`config.mk`:
```
export PLATFORM = sky130hd
export DESIGN_NAME = instr_mem_loadable
export DESIGN_NICKNAME = d
export VERILOG_FILES = /design/src/rtl/instr_mem_loadable.sv
export SDC_FILE = /design/constraint.sdc
export NUM_CORES = 2
export LEC_CHECK = 0
export ABC_AREA = 0
export BUFFER_PORTS_ARGS = -buffer_cell sky130_fd_sc_hd__buf_2
export CAP_MARGIN = 20
export CORE_ASPECT_RATIO = 1.25
export CORE_MARGIN = 4
export CORE_UTILIZATION = 50
export DETAILED_ROUTE_END_ITERATION = 7
export HOLD_SLACK_MARGIN = 0.1
export PLACE_DENSITY = 0.73
export SKIP_LAST_GASP = 1
export SYNTH_ARGS = -nofsm -noshare
export SYNTH_HDL_FRONTEND = slang
export SYNTH_SLANG_ARGS = --single-unit
```
`constraint.sdc`:
```
create_clock -name clk -period 7.21 [get_ports clk]
set_input_delay 2.163 -clock clk [delete_from_list [all_inputs] [get_ports clk]]
set_output_delay 2.163 -clock clk [all_outputs]
set_load 0.005 [all_outputs]
```
`src/rtl/instr_mem_loadable.sv`:
```
// Loadable instruction memory: hardware clear after reset, byte-serial program load, registered fetch.
// Fetch latency 1 cycle (instr/instr_valid registered); one word per cycle sustained in RUN.
// fetch_ready=0 outside RUN; ld_ready=1 only in LOAD, ld_valid=0 stalls the load indefinitely.
module instr_mem_loadable #(
  parameter int INSTR_W = 16,
  parameter int ADDR_W  = 8
) (
  input  logic               clk,
  input  logic               rst,
  input  logic               fetch_req,
  input  logic [ADDR_W-1:0]  fetch_addr,
  output logic               fetch_ready,
  output logic [INSTR_W-1:0] instr,
  output logic               instr_valid,
  input  logic               load_start,
  input  logic [ADDR_W:0]    load_len,
  input  logic               ld_valid,
  input  logic [7:0]         ld_byte,
  output logic               ld_ready,
  output logic               ld_done,
  output logic               load_err,
  output logic               busy
);

  localparam int DEPTH = 1 << ADDR_W;
  localparam int BPW   = INSTR_W / 8;
  localparam int CNT_W = (BPW > 1) ? $clog2(BPW) : 1;

  localparam logic [ADDR_W:0]    DEPTH_W   = (ADDR_W+1)'(DEPTH);
  localparam logic [ADDR_W:0]    ONE_WORD  = (ADDR_W+1)'(1);
  localparam logic [CNT_W-1:0]   LAST_BYTE = CNT_W'(BPW - 1);
  localparam logic [ADDR_W-1:0]  CLR_LAST  = {ADDR_W{1'b1}};

  typedef enum logic [1:0] {S_CLEAR, S_RUN, S_LOAD} state_t;

  state_t state;
  state_t state_nxt;

  logic [INSTR_W-1:0] mem [DEPTH];

  logic [ADDR_W-1:0]  clr_ptr;
  logic [ADDR_W-1:0]  wr_ptr;
  logic [CNT_W-1:0]   byte_cnt;
  logic [ADDR_W:0]    words_left;
  logic [INSTR_W-1:0] word_asm;
  logic [INSTR_W-1:0] word_next;

  logic               mem_we;
  logic [ADDR_W-1:0]  mem_waddr;
  logic [INSTR_W-1:0] mem_wdata;
  logic               fetch_go;
  logic               byte_go;
  logic               word_done;
  logic               load_go;
  logic               load_reject;
  logic               load_empty;

  // Incoming byte lands in the low byte; earlier bytes move up, so the first byte ends in the MSBs.
  assign word_next = (word_asm << 8) | INSTR_W'(ld_byte);

  // State register.
  always_ff @(posedge clk) begin
    if (rst) state <= S_CLEAR;
    else     state <= state_nxt;
  end

  // Next-state, handshake outputs and the single write port select.
  always_comb begin
    state_nxt   = state;
    fetch_ready = 1'b0;
    ld_ready    = 1'b0;
    busy        = 1'b0;
    mem_we      = 1'b0;
    mem_waddr   = clr_ptr;
    mem_wdata   = '0;
    fetch_go    = 1'b0;
    byte_go     = 1'b0;
    word_done   = 1'b0;
    load_go     = 1'b0;
    load_reject = 1'b0;
    load_empty  = 1'b0;
    case (state)
      S_CLEAR: begin
        busy   = 1'b1;
        mem_we = 1'b1;
        if (clr_ptr == CLR_LAST) state_nxt = S_RUN;
      end
      S_RUN: begin
        fetch_ready = 1'b1;
        fetch_go    = fetch_req;
        if (load_start) begin
          if (load_len > DEPTH_W) begin
            load_reject = 1'b1;
          end else if (load_len == '0) begin
            load_empty = 1'b1;
          end else begin
            load_go   = 1'b1;
            state_nxt = S_LOAD;
          end
        end
      end
      S_LOAD: begin
        busy     = 1'b1;
        ld_ready = 1'b1;
        if (ld_valid) begin
          byte_go = 1'b1;
          if (byte_cnt == LAST_BYTE) begin
            mem_we    = 1'b1;
            mem_waddr = wr_ptr;
            mem_wdata = word_next;
            word_done = 1'b1;
            if (words_left == ONE_WORD) state_nxt = S_RUN;
          end
        end
      end
      default: state_nxt = S_CLEAR;
    endcase
  end

  // Memory write port; no write is performed on a reset edge.
  always_ff @(posedge clk) begin
    if (mem_we && !rst) mem[mem_waddr] <= mem_wdata;
  end

  // Registered read port; instr holds its value between accepted fetches.
  always_ff @(posedge clk) begin
    if (rst) begin
      instr       <= '0;
      instr_valid <= 1'b0;
    end else begin
      instr_valid <= fetch_go;
      if (fetch_go) instr <= mem[fetch_addr];
    end
  end

  // Clear pointer, load bookkeeping and status pulses; reset drops any partial load.
  always_ff @(posedge clk) begin
    if (rst) begin
      clr_ptr    <= '0;
      wr_ptr     <= '0;
      byte_cnt   <= '0;
      words_left <= '0;
      word_asm   <= '0;
      ld_done    <= 1'b0;
      load_err   <= 1'b0;
    end else begin
      ld_done  <= load_empty || (word_done && words_left == ONE_WORD);
      load_err <= load_reject;
      if (state == S_CLEAR) clr_ptr <= clr_ptr + ADDR_W'(1);
      if (load_go) begin
        wr_ptr     <= '0;
        byte_cnt   <= '0;
        words_left <= load_len;
      end
      if (byte_go) begin
        if (byte_cnt == LAST_BYTE) begin
          byte_cnt   <= '0;
          wr_ptr     <= wr_ptr + ADDR_W'(1);
          words_left <= words_left - ONE_WORD;
        end else begin
          byte_cnt <= byte_cnt + CNT_W'(1);
          word_asm <= word_next;
        end
      end
    end
  end

endmodule

```
# Word-level counts from Yosys, hierarchy flattened
# Memories as Yosys holds them, arrays and structs flattened. A register that Yosys moved wholly into a read port is not among the register bits.
# Cells that the tools add are included.
# totals
regBits	39
ram_bits	4096
output_inout_bits	22
n_memories	1
# memory_table
memory	depth	width	rd	rd_ports_with_merged_regs	wr	line	rtl
mem	256	16	1	1	1	39	logic [INSTR_W-1:0] mem [DEPTH];
# classes
add_sub_neg	4
order_cmp	1
n_eq_ne	11
n_mux	44
bitwise_logic	4
n_reduce_logical	11
# op_table
cell	count
two-way mux 16 bit	3
two-way mux 8 bit	6
two-way mux 9 bit	3
two-way mux 1 bit	23
adder 8 x 1 -> 8 bit (second input constant)	2
OR 16 x 8 -> 16 bit	1
two-way mux 2 bit	7
!= test 2 bit (second input constant)	7
equality test 9 x 1 -> 1 bit (second input constant)	1
greater-than comparator 9 bit (second input constant)	1
zero test 9 bit	1
subtractor 9 x 1 -> 9 bit (second input constant)	1
equality test 8 bit (second input constant)	1
AND reduction 7 bit	1
one-hot mux 2 bit (3 select lines)	1
inverter 1 bit	3
OR reduction 3 bit	1
equality test 2 x 1 -> 1 bit (second input constant)	1
equality test 2 bit (second input constant)	1
logical AND 1 bit	2
zero test 2 bit	1
one-hot mux 1 bit (2 select lines)	1
AND reduction 2 bit	1
nonzero test 2 bit	1
other kinds (4)	4

# Depth between registers and ports, before layout
# depth
ltp_word	8
mapped_depth	14

# Least setup slack after synthesis
# No wires, ideal clock.
# synth_timing
path_kind	input to register
from	input port ld_valid
to	memory mem[0][15] (data pin)
setup_ns	0.870
arrival_time_ns	6.276
slack_ns	0.064
path_stages	5
n_path_buf	3
cell_sequence	and3_1 -> buf_2 -> clkbuf_1 -> clkbuf_1 -> and2_1
# synth_via
elab_chain_len	2
# synth_lines
item	line	rtl
start, declared	17	input logic ld_valid,
two-way mux 16 bit	105	if (ld_valid) begin
two-way mux 16 bit	82	case (state)
via mem_wdata[15]	50	logic [INSTR_W-1:0] mem_wdata;
end, declared	39	
# The timed path passes the listed nets, and every way through them passes these cells.

==> out/qor.yml <==
clock_tree:
  cts_buffers: 389
  htreeDepth: 5
  clk_latency_ns: 0.94
  post_cts_buffers: 0
  cts_num_sinks: 4151
  clkTransAtPathRegs_ns: 0.06
  root_buffer: "clkbuf_16"
  cts_tree: "yes"
  clk_path_buf_depth: 4
  postCtsResizedCells: 0
  holdBufCountCts: 0
drt:
  drt_iter0_drc: 12510
  routed_via_density: 6.486
  totalWireLength_um: 433200
  dr_total_vias: 83970
  dr.pass1.iters: 6
  antenna_left: 0
  wl_per_cell_um: 33.46
  drc: 0
timing:
  finalMaxSlewViolations: 0
  finClkSkew_ns: 0.06761
  period_needed_ns: 5.398
  worstMarginPinSlew_ns: 1.256
  relSlewSlack: 0.1627
  fmax_mhz: 185.3
  rsz0062_at_grt: "false"
  setup_violations: 0
  tns_ns: 0
  hold_viol_final: 0
  final.period_utilization: 0.7487
setup_path:
  path_class: "input port to flip-flop"
  cp.arrival_ns: 6.26
  crit_fanout: 57
  cp-start-kind: "input port"
  r2r_slack_ns: 2.88
  required_ns: 8.07
  cp-end-kind: "flip-flop"
power_and_ir_drop:
  irDropWorstVdd_uv: 186.2
  p_total_mw: 47.76
  cellLeakagePower_nw: 58.42
  powerDensity_nw_per_um2: 264.1
global_routing:
  grt_max_degree: 183
  grt_pass1_vias: 83700
  grtUsageTotal: 0.2588
  grt_antenna_before_repair: 21
  grt_overflow: 0
  grt_first_pass_wirelength_um: 618400
floorplan:
  rows: 233
  boundaryPins: 52
  initial_core_util: 0.5015
  die_x_um: 516.2
  dieArea_um2: 332000
  core_area_um2: 321800
  die_y_um: 643.2
logic_synthesis:
  async_reset_ff_frac: 0
  synth_flop_cell: "edfxtp_1"
  synth_nets: 7915
  syn_avg_cell_area_um2: 20.49
  netlist_top_cells_area: "edfxtp_1 76%, mux4_2 9.5%, mux2i_1 3.9%, mux4_1 0.96%, nand2_1 0.82%"
  ys_ff_latch: 4151
  synth_edf_count: 4096
  synth.largest_area_cell: "edfxtp_1"
  synth_top_area_share: 0.7621
  synth-warning-count: 0
  syn_area_um2: 161400
  netlist_instances: 7879
  ys_types: 79
  synth_seq_area_share: 0.7689
layout:
  fillerInstances: 23170
  seqCellArea_um2: 124100
  fin_area_um2: 180900
  multi_input_area_um2: 33930
  fin_nets: 8418
  syn_to_final_growth_pct: 12.06
  layout-drive-gt1-share: 0.2157
placed_design:
  dp_hpwl_um: 264300
  io_buffers: 51
  place_area_um2: 168400
  gp_congestion: 0.9062
run:
  maxCapViolations: 0
min_path:
  holdCritPathClass: "flip-flop to flip-flop"
status:
  outcome: "finished clean"
path summary, 6_finish.rpt:
path / startpoint / cells after the start / end
worst min-delay path: word_asm[7] / 2 / word_asm[7]
worst max register to register: state[1] / 7 / mem[53][8]
worst min register to register: word_asm[7] / 2 / word_asm[7]
worst max-delay path: fetch_addr[4] / 9 / instr[7]
area by class of cell:
type	instances	share of cell area
diodes	12	0.0001660
clock buffers	475	0.05675
clock inverters	237	0.01178
inverters	8	0.0002075
multi-input cells	3247	0.1876
flip-flops and latches	4151	0.6861
well taps	4230	0.02926
repair buffers	585	0.02809
layer usage:
layer / GRT usage / up-vias / share of wire
met1: 0.3322 / 43730 / 0.34
met4: 0.1580 / 12 / 0.073
met2: 0.4168 / 5368 / 0.49
met3: 0.04205 / 1053 / 0.096
met5: 0 / - / 0.00024
li1: - / 33810 / -
through the flow:
step,std cells,setup slack (ns),hold WS (ns),util
after floorplan,7879,0.06434,0.4317,-
after global placement,12210,0.8731,0.4470,0.5230
after detailed placement,12220,0.8808,0.4516,0.5231
after CTS,12930,1.851,0.4600,0.5616
after global routing,12940,1.817,0.4816,0.5619
final,12950,1.812,0.4587,0.5620
placed cells by master, fill, tap and decap left out, types with 77 or more instances in the layout:
cell / count
buf_4: 467
nand2_1: 354
edfxtp_1: 4096
o22ai_1: 198
mux4_2: 678
clkinv_2: 77
o21ai_0: 110
mux2i_1: 625
clkinv_1: 88
a22oi_1: 89
a21oi_1: 139
nor2_1: 335
clkbuf_16: 395
o221ai_1: 97
synthesized netlist by cell type (all sizes together) (6+ instances only):
| library cell | n |
|---|---|
| edfxtp | 4096 |
| mux4 | 737 |
| mux2i | 625 |
| nand2 | 354 |
| nor2 | 343 |
| buf | 320 |
| o22ai | 198 |
| clkbuf | 150 |
| a21oi | 140 |
| o21ai | 113 |
| o221ai | 98 |
| a22oi | 89 |
| a211oi | 74 |
| nand3 | 63 |
| dfxtp | 55 |
| nor3 | 46 |
| a221oi | 34 |
| nor4 | 31 |
| a2111oi | 30 |
| and2 | 22 |
| nand3b | 22 |
| a32oi | 20 |
| nand4 | 20 |
| a22o | 17 |
| a31oi | 16 |
| a211o | 14 |
| o31ai | 13 |
| or3 | 12 |
| nor2b | 9 |
| o211ai | 9 |
| inv | 8 |
| mux2 | 7 |
| nor4bb | 7 |
| o211a | 7 |
| xor2 | 7 |
| a221o | 6 |
| ha | 6 |
| or3b | 6 |
| or4 | 6 |
critical path, cell delays in order:
cell,delay [ns]
buf_8,0.20
buf_12,0.30
nor2_4,0.57
buf_4,0.37
buf_4,0.44
a22oi_1,0.20
a22oi_1,0.95
nand4_1,0.66
o211ai_1,0.28
registers in the layout, summed over array words and instances (netlist names):
register     cells
words_left       9
load_err         1
instr_valid      1
word_asm         8
clr_ptr          8
wr_ptr           8
ld_done          1
byte_cnt         1
instr           16
mem           4096
state            2
cells by family after synthesis:
kind of cell             count (synthesis)  share of synthesized area
flip-flops                            4151                     0.7689
multiplexers                          1369                     0.1435
AO/OA/AOI/OAI                          900                    0.03845
XOR/XNOR                                 8                  0.0004341
buffers and inverters                  481                    0.02193
AND/OR/NAND/NOR                        964                    0.02639
adder cells (fa/ha/maj)                  6                  0.0004651
power by group:
part | switching [mW] | internal (mW) | total [mW]
clock | 8.75 | 11.4 | 20.2
combinational | 0.978 | 0.500 | 1.48
sequential | 0.00704 | 26.1 | 26.1
(Power assumes the default switching activity.)
